**src/rtl/port_arbiter_pkg.sv**
```systemverilog
// -----------------------------------------------------------------------------
// port_arbiter_pkg
// Shared definitions for the port arbiter slice: default word width, the FSM
// state encoding, and a helper that sizes index/counter fields.
// -----------------------------------------------------------------------------
package port_arbiter_pkg;

    localparam int DEF_WORD_WIDTH = 16;

    typedef enum logic [1:0] {
        ST_IDLE     = 2'd0,
        ST_ACCESS   = 2'd1,
        ST_COMPLETE = 2'd2
    } state_t;

    // Bits needed to hold values 0..n-1, never less than one bit.
    function automatic int idx_width(input int n);
        return (n > 1) ? $clog2(n) : 1;
    endfunction

endpackage

```
**src/rtl/port_arbiter_if.sv**
```systemverilog
// -----------------------------------------------------------------------------
// port_arbiter_if
// Requester-side bus of the port arbiter.
//   req        per-requester request level
//   req_write  per-requester direction (1 = write, 0 = read)
//   req_addr   flattened addresses, requester i at [i*WORD_WIDTH +: WORD_WIDTH]
//   req_wdata  flattened write data, same packing
//   gnt        one-hot grant, held for the whole transaction
//   done       one-hot, one-cycle completion pulse
//   rdata      read data, valid while done is high
//   busy       arbiter is not idle
// master: the requesters.  slave: the arbiter.
// -----------------------------------------------------------------------------
interface port_arbiter_if
    import port_arbiter_pkg::*;
#(
    parameter int NUM_REQ    = 4,
    parameter int WORD_WIDTH = DEF_WORD_WIDTH
);
    logic [NUM_REQ-1:0]            req;
    logic [NUM_REQ-1:0]            req_write;
    logic [NUM_REQ*WORD_WIDTH-1:0] req_addr;
    logic [NUM_REQ*WORD_WIDTH-1:0] req_wdata;
    logic [NUM_REQ-1:0]            gnt;
    logic [NUM_REQ-1:0]            done;
    logic [WORD_WIDTH-1:0]         rdata;
    logic                          busy;

    modport master (
        output req, req_write, req_addr, req_wdata,
        input  gnt, done, rdata, busy
    );

    modport slave (
        input  req, req_write, req_addr, req_wdata,
        output gnt, done, rdata, busy
    );
endinterface

```
**src/rtl/port_arbiter_rr_pick.sv**
```systemverilog
// -----------------------------------------------------------------------------
// rr_pick
// Combinational round-robin selector.  Searches req starting at last+1 and
// wrapping, so the previous winner has the lowest priority.
//   req         request vector
//   last        index of the previous winner
//   win_onehot  one-hot winner (zero when no request)
//   win_idx     winner index
//   win_valid   at least one request present
// -----------------------------------------------------------------------------
module rr_pick
    import port_arbiter_pkg::*;
#(
    parameter int NUM_REQ = 4,
    parameter int IDX_W   = idx_width(NUM_REQ)
) (
    input  logic [NUM_REQ-1:0] req,
    input  logic [IDX_W-1:0]   last,
    output logic [NUM_REQ-1:0] win_onehot,
    output logic [IDX_W-1:0]   win_idx,
    output logic               win_valid
);

    logic [IDX_W-1:0] cand;

    always_comb begin
        win_onehot = '0;
        win_idx    = '0;
        win_valid  = 1'b0;
        cand       = '0;
        for (int k = 1; k <= NUM_REQ; k++) begin
            cand = IDX_W'((int'(last) + k) % NUM_REQ);
            if (!win_valid && req[cand]) begin
                win_valid        = 1'b1;
                win_idx          = cand;
                win_onehot[cand] = 1'b1;
            end
        end
    end

endmodule

```
**src/rtl/port_arbiter.sv**
```systemverilog
// -----------------------------------------------------------------------------
// port_arbiter
// Shares the single `ports` I/O block between NUM_REQ requesters with
// round-robin arbitration and a fixed ACCESS_CYCLES strobe time.
//   clk       system clock, rising edge
//   do_reset  asynchronous active-high reset
//   bus       requester handshake (slave side of port_arbiter_if)
//   portaddr  address to ports        portval  write value to ports
//   portget   read strobe to ports    portset  write strobe to ports
//   portout   read data from ports
// Every output comes straight from a register.
// -----------------------------------------------------------------------------
module port_arbiter
    import port_arbiter_pkg::*;
#(
    parameter int WORD_WIDTH    = DEF_WORD_WIDTH,
    parameter int NUM_REQ       = 4,    // 2..8
    parameter int ACCESS_CYCLES = 1     // >= 1
) (
    input  logic                  clk,
    input  logic                  do_reset,
    port_arbiter_if.slave         bus,
    output logic [WORD_WIDTH-1:0] portaddr,
    output logic [WORD_WIDTH-1:0] portval,
    output logic                  portget,
    output logic                  portset,
    input  logic [WORD_WIDTH-1:0] portout
);

    localparam int IDX_W = idx_width(NUM_REQ);
    localparam int CNT_W = idx_width(ACCESS_CYCLES);
    localparam logic [CNT_W-1:0] CNT_LOAD  = CNT_W'(ACCESS_CYCLES - 1);
    localparam logic [IDX_W-1:0] LAST_INIT = IDX_W'(NUM_REQ - 1);

    state_t state, state_nxt;

    logic [CNT_W-1:0]      cnt,       cnt_nxt;
    logic [IDX_W-1:0]      last,      last_nxt;
    logic [IDX_W-1:0]      win_q,     win_nxt;
    logic [NUM_REQ-1:0]    gnt_q,     gnt_nxt;
    logic [NUM_REQ-1:0]    done_q,    done_nxt;
    logic [WORD_WIDTH-1:0] rdata_q,   rdata_nxt;
    logic                  busy_q,    busy_nxt;
    logic [WORD_WIDTH-1:0] paddr_q,   paddr_nxt;
    logic [WORD_WIDTH-1:0] pval_q,    pval_nxt;
    logic                  pget_q,    pget_nxt;
    logic                  pset_q,    pset_nxt;

    logic [NUM_REQ-1:0]    pick_onehot;
    logic [IDX_W-1:0]      pick_idx;
    logic                  pick_valid;

    rr_pick #(
        .NUM_REQ (NUM_REQ),
        .IDX_W   (IDX_W)
    ) u_rr_pick (
        .req        (bus.req),
        .last       (last),
        .win_onehot (pick_onehot),
        .win_idx    (pick_idx),
        .win_valid  (pick_valid)
    );

    // State register
    always_ff @(posedge clk or posedge do_reset) begin
        if (do_reset) begin
            state <= ST_IDLE;
        end else begin
            state <= state_nxt;
        end
    end

    // Next-state logic
    always_comb begin
        state_nxt = state;
        case (state)
            ST_IDLE:     if (pick_valid) state_nxt = ST_ACCESS;
            ST_ACCESS:   if (cnt == '0)  state_nxt = ST_COMPLETE;
            ST_COMPLETE: state_nxt = ST_IDLE;
            default:     state_nxt = ST_IDLE;
        endcase
    end

    // Output logic: next values of the registered outputs and datapath
    always_comb begin
        cnt_nxt   = cnt;
        last_nxt  = last;
        win_nxt   = win_q;
        gnt_nxt   = gnt_q;
        done_nxt  = done_q;
        rdata_nxt = rdata_q;
        paddr_nxt = paddr_q;
        pval_nxt  = pval_q;
        pget_nxt  = pget_q;
        pset_nxt  = pset_q;
        busy_nxt  = (state_nxt != ST_IDLE);

        case (state)
            ST_IDLE: begin
                if (pick_valid) begin
                    win_nxt   = pick_idx;
                    gnt_nxt   = pick_onehot;
                    paddr_nxt = bus.req_addr[int'(pick_idx)*WORD_WIDTH +: WORD_WIDTH];
                    pval_nxt  = bus.req_wdata[int'(pick_idx)*WORD_WIDTH +: WORD_WIDTH];
                    pset_nxt  = bus.req_write[pick_idx];
                    pget_nxt  = ~bus.req_write[pick_idx];
                    cnt_nxt   = CNT_LOAD;
                end
            end
            ST_ACCESS: begin
                if (cnt != '0) begin
                    cnt_nxt = cnt - CNT_W'(1);
                end else begin
                    pget_nxt = 1'b0;
                    pset_nxt = 1'b0;
                    done_nxt = gnt_q;
                    last_nxt = win_q;
                    // The strobe is still high on this edge, so portout is
                    // the value ports is presenting for this read.
                    if (pget_q) rdata_nxt = portout;
                end
            end
            ST_COMPLETE: begin
                gnt_nxt  = '0;
                done_nxt = '0;
            end
            default: ;
        endcase
    end

    // Output and datapath registers; reset clears everything so an aborted
    // transaction leaves no grant, strobe, done or stale read data behind.
    always_ff @(posedge clk or posedge do_reset) begin
        if (do_reset) begin
            cnt     <= '0;
            last    <= LAST_INIT;
            win_q   <= '0;
            gnt_q   <= '0;
            done_q  <= '0;
            rdata_q <= '0;
            busy_q  <= 1'b0;
            paddr_q <= '0;
            pval_q  <= '0;
            pget_q  <= 1'b0;
            pset_q  <= 1'b0;
        end else begin
            cnt     <= cnt_nxt;
            last    <= last_nxt;
            win_q   <= win_nxt;
            gnt_q   <= gnt_nxt;
            done_q  <= done_nxt;
            rdata_q <= rdata_nxt;
            busy_q  <= busy_nxt;
            paddr_q <= paddr_nxt;
            pval_q  <= pval_nxt;
            pget_q  <= pget_nxt;
            pset_q  <= pset_nxt;
        end
    end

    assign bus.gnt   = gnt_q;
    assign bus.done  = done_q;
    assign bus.rdata = rdata_q;
    assign bus.busy  = busy_q;
    assign portaddr  = paddr_q;
    assign portval   = pval_q;
    assign portget   = pget_q;
    assign portset   = pset_q;

endmodule
```
**src/flat_wrapper.sv**
```systemverilog
// flat-port wrapper written by rule: the top's interface ports become plain ports
module port_arbiter_flat import port_arbiter_pkg::*;
#(
    parameter int WORD_WIDTH    = DEF_WORD_WIDTH,
    parameter int NUM_REQ       = 4,           
    parameter int ACCESS_CYCLES = 1            
)
  (clk, do_reset, portaddr, portval, portget, portset, portout, bus_req, bus_req_write, bus_req_addr, bus_req_wdata, bus_gnt, bus_done, bus_rdata, bus_busy);
  port_arbiter_if #(.NUM_REQ(NUM_REQ), .WORD_WIDTH(WORD_WIDTH)) bus_i ();
  input  logic clk;
  input  logic do_reset;
  output logic [WORD_WIDTH-1:0] portaddr;
  output logic [WORD_WIDTH-1:0] portval;
  output logic portget;
  output logic portset;
  input  logic [WORD_WIDTH-1:0] portout;
  input wire logic [$bits(bus_i.req)-1:0] bus_req;
  input wire logic [$bits(bus_i.req_write)-1:0] bus_req_write;
  input wire logic [$bits(bus_i.req_addr)-1:0] bus_req_addr;
  input wire logic [$bits(bus_i.req_wdata)-1:0] bus_req_wdata;
  output wire logic [$bits(bus_i.gnt)-1:0] bus_gnt;
  output wire logic [$bits(bus_i.done)-1:0] bus_done;
  output wire logic [$bits(bus_i.rdata)-1:0] bus_rdata;
  output wire logic [$bits(bus_i.busy)-1:0] bus_busy;
  assign bus_i.req = bus_req;
  assign bus_i.req_write = bus_req_write;
  assign bus_i.req_addr = bus_req_addr;
  assign bus_i.req_wdata = bus_req_wdata;
  assign bus_gnt = bus_i.gnt;
  assign bus_done = bus_i.done;
  assign bus_rdata = bus_i.rdata;
  assign bus_busy = bus_i.busy;
  port_arbiter #(.WORD_WIDTH(WORD_WIDTH), .NUM_REQ(NUM_REQ), .ACCESS_CYCLES(ACCESS_CYCLES)) u_core (.clk(clk), .do_reset(do_reset), .bus(bus_i), .portaddr(portaddr), .portval(portval), .portget(portget), .portset(portset), .portout(portout));
endmodule
```
**config.mk**
```make
export PLATFORM = sky130hd
export DESIGN_NAME = port_arbiter_flat
export DESIGN_NICKNAME = d
export VERILOG_FILES = /design/src/rtl/port_arbiter_pkg.sv /design/src/rtl/port_arbiter_if.sv /design/src/rtl/port_arbiter_rr_pick.sv /design/src/rtl/port_arbiter.sv /design/src/flat_wrapper.sv
export SDC_FILE = /design/constraint.sdc
export NUM_CORES = 1
export LEC_CHECK = 0
export ABC_CLOCK_PERIOD_IN_PS = 8900
export CORE_MARGIN = 3
export CORE_UTILIZATION = 44
export CTS_CLUSTER_SIZE = 16
export DETAILED_ROUTE_END_ITERATION = 7
export PLACE_DENSITY_LB_ADDON = 0.1
export SLEW_MARGIN = 20
export SYNTH_ARGS = -nofsm -noshare
export SYNTH_HDL_FRONTEND = slang
export SYNTH_HIERARCHICAL = 1
export SYNTH_SLANG_ARGS = --single-unit
```
**constraint.sdc**
```tcl
create_clock -name clk -period 8.9 [get_ports clk]
set_clock_uncertainty 0.1 [all_clocks]
set_input_delay 1.78 -clock clk [delete_from_list [all_inputs] [get_ports clk]]
set_output_delay 1.78 -clock clk [all_outputs]
set_load 0.01 [all_outputs]
```
==> flow_metrics.py <==
metrics = {
    "detailed_routing": {
        "wirelength_mm": 12.64,
        "viasPerCell": 5.456,
        "dr.pass1.iters": 6,
        "route.detailed.drc": 0,
        "vias": 3699,
        "drt-initial-drc-count": 133,
        "ant_nets": 0,
        "wl_per_cell_um": 18.64,
    },
    "critical_path": {
        "startpoint": "bus_req[0]",
        "endpoint": "u_core/portget",
        "crit_fanout": 67,
        "r2r_slack_ns": 4.74,
        "arrival_ns": 4.92,
        "critPathRequiredTime_ns": 9.02,
        "critPathLaunchType": "primary input",
        "reg2reg_from": "u_core/last[0]",
        "critPathCaptureType": "flip-flop",
        "worstSetupPathType": "primary input to flip-flop",
        "reg2reg_depth": 10,
        "r2r-end": "u_core/portget",
    },
    "logic_synthesis": {
        "synth_area_leaders": "dfrtp_1 38%, mux2i_1 17%, o221ai_2 10%",
        "ys_seq_elements": 65,
        "yosysMostFrequentCell": "mux2i_1",
        "synth_commonest_cells": "69 x mux2i_1, 63 x dfrtp_1, 46 x nand2_1, 28 x o221ai_2, 18 x mux2_1",
        "yosysWarnings": 6,
        "async_flop_share_pct": 100.0,
        "synth_nets": 535,
        "synth-edff-count": 0,
        "ys_types": 41,
        "netlist_area_sq_mm": 0.004134,
        "synth_flop_cell": "dfrtp_1",
        "synth.largest_area_cell": "dfrtp_1",
        "seq_area_frac_synth_pct": 39.41,
        "synth_area_per_cell_sq_um": 11.20,
        "synth_cells": 369,
        "synth.top_cell.area_share_pct": 38.14,
    },
    "global_route": {
        "grt.overflow.total": 0,
        "grt_max_degree": 68,
        "antenna_found_initial": 0,
        "grt_pass1_vias": 3775,
        "grt_use_total_pct": 23.16,
        "grt_pass1_wl_mm": 18.91,
    },
    "cts": {
        "h-tree-depth": 3,
        "cts.repair.resized": 0,
        "cts_buffers": 9,
        "cts_root_buffer": "clkbuf_8",
        "clkTransAtPathRegs_ns": 0.07,
        "post_cts_buffers": 0,
        "clk_path_buf_depth": 2,
        "postCtsHoldBufs": 0,
        "clock-sinks": 65,
        "clock_latency_ns": 0.33,
        "cts_tree": "yes",
    },
    "worst_hold_path": {
        "hold_class": "flip-flop to flip-flop",
        "min_path_cells": 2,
    },
    "cells_and_area": {
        "drive_gt1_share_pct": 10.18,
        "finalNetCount": 731,
        "area.growth.synth_to_final_pct": 56.33,
        "antenna_cells": 0,
        "fillers": 687,
    },
    "floorplan": {
        "fp-row-count": 34,
        "initial_core_util_pct": 46.27,
        "die_height_um": 102.9,
        "ios": 213,
        "die_x_um": 102.9,
        "core_area_sq_mm": 0.008934,
        "die-area_sq_mm": 0.01059,
    },
    "run": {
        "maxCapViolCount": 0,
    },
    "timing": {
        "period_share_pct": 53.91,
        "rsz0062_at_grt": "false",
        "finalHoldViolCount": 0,
        "tns_ns": 0,
        "period_minus_slack_ns": 4.798,
        "setup_viol": 0,
        "worstMarginPinSlew_ns": 1.103,
        "drv_slew": 0,
        "timing.hold.ws_ns": 0.3762,
        "max_freq_mhz": 208.4,
        "maxSlewHeadroom_pct": 26.44,
    },
    "place": {
        "io_buffers": 212,
        "hpwl_mm": 9.580,
        "routabilityCongestion": 0.8116,
    },
    "power": {
        "total_power_mw": 1.992,
        "power_leakage_nw": 2.654,
        "p_per_area_mw_per_mm2": 308.2,
        "vdd_drop_max_mv": 0.1687,
    },
    "status": {
        "status": "complete, no violations",
    },
}
sequential cells by signal (all words and copies together) (netlist names):
signal / cells
u_core/bus.busy: 1
u_core/bus.done: 4
u_core/bus.gnt: 4
u_core/bus.rdata: 16
u_core/last: 2
u_core/portaddr: 16
u_core/portget: 1
u_core/portset: 1
u_core/portval: 16
u_core/state: 2
u_core/win_q: 2
through the flow:
| step | util, % | setup slack (ns) | cell area (sq um) | instances |
|---|---|---|---|---|
| final | 72.34 | 4.102 | 6462 | 678 |
| after CTS | 72.25 | 4.091 | 6455 | 678 |
| after global placement | 69.89 | 3.893 | 6243 | 662 |
| after global routing | 72.34 | 3.881 | 6462 | 678 |
| after detailed placement | 69.89 | 3.735 | 6243 | 662 |
| after floorplan | - | 5.017 | 4134 | 369 |
routing by layer:
| layer | GRT usage (%) | wire [um] | up-vias |
|---|---|---|---|
| met4 | 5.976 | 186 | 0 |
| met1 | 27.32 | 4844 | 1767 |
| met2 | 40.26 | 6600 | 141 |
| met3 | 8.051 | 1008 | 16 |
| li1 | - | - | 1775 |
| met5 | 0 | 0 | - |
cells in the final DEF (no fill, tap or decap), types with 3 or more instances in the layout:
| master | n |
|---|---|
| o31ai_1 | 5 |
| mux2i_1 | 69 |
| inv_1 | 14 |
| nand2b_1 | 3 |
| a21oi_1 | 4 |
| mux2_2 | 3 |
| o21ai_1 | 3 |
| nor2_1 | 9 |
| mux2_1 | 18 |
| clkbuf_8 | 9 |
| o221ai_1 | 5 |
| o22ai_1 | 3 |
| a211oi_1 | 3 |
| o21ai_0 | 5 |
| dfrtp_1 | 63 |
| nand2_1 | 46 |
| a31oi_1 | 6 |
| a22o_1 | 3 |
| nand4_1 | 6 |
| o221ai_2 | 28 |
| a2111o_1 | 4 |
| ha_1 | 12 |
| or3_1 | 4 |
| clkdlybuf4s50_1 | 212 |
where the power goes:
group | switching, mW | internal (mW) | leakage, nW
registers | 0.0976 | 0.437 | 0.781
logic | 0.568 | 0.615 | 1.77
clock network | 0.117 | 0.158 | 0.0995
total | 0.783 | 1.21 | 2.65
worst min path at each step:
stage	slack [ns]	startpoint	to
3_3_place_gp	0.36	u_core/win_q[1]	u_core/win_q[1]
3_5_place_dp	0.36	u_core/win_q[1]	u_core/win_q[1]
6_report	0.38	u_core/win_q[1]	u_core/win_q[1]
2_1_floorplan	0.34	u_core/win_q[1]	u_core/win_q[1]
5_1_grt	0.39	u_core/win_q[1]	u_core/win_q[1]
4_1_cts	0.38	u_core/win_q[1]	u_core/win_q[1]
critical path, cell delays in order:
cell and delay [ns]:
clkdlybuf4s50_1 0.58, mux2i_1 0.24, a211oi_1 0.10, a311o_1 0.37, a221oi_4 0.26, buf_4 0.84
mux2i_1 0.18, mux2_2 0.32, a22o_1 0.23
cell type report:
class	count	area, sq um	share of cell area (%)
inverters	15	56.30	0.8712
clock inverters	5	80.08	1.239
well taps	108	135.1	2.091
flip-flops and latches	65	1629	25.21
multi-input cells	260	2293	35.49
repair buffers	214	2137	33.07
clock buffers	11	131.4	2.033
cell families (layout without fill, tap and decap cells):
| logic type | after synthesis | in the layout | share of synthesized area, % |
|---|---|---|---|
| buffers and inverters | 44 | 245 | 5.841 |
| AOI/OAI and AO/OA | 74 | 74 | 18.31 |
| and+or+nand+nor | 82 | 82 | 9.292 |
| muxes | 92 | 92 | 23.52 |
| DFF | 65 | 65 | 39.41 |
| adders and majority gates | 12 | 12 | 3.632 |
Note: power is estimated with default switching activity, not from simulation.
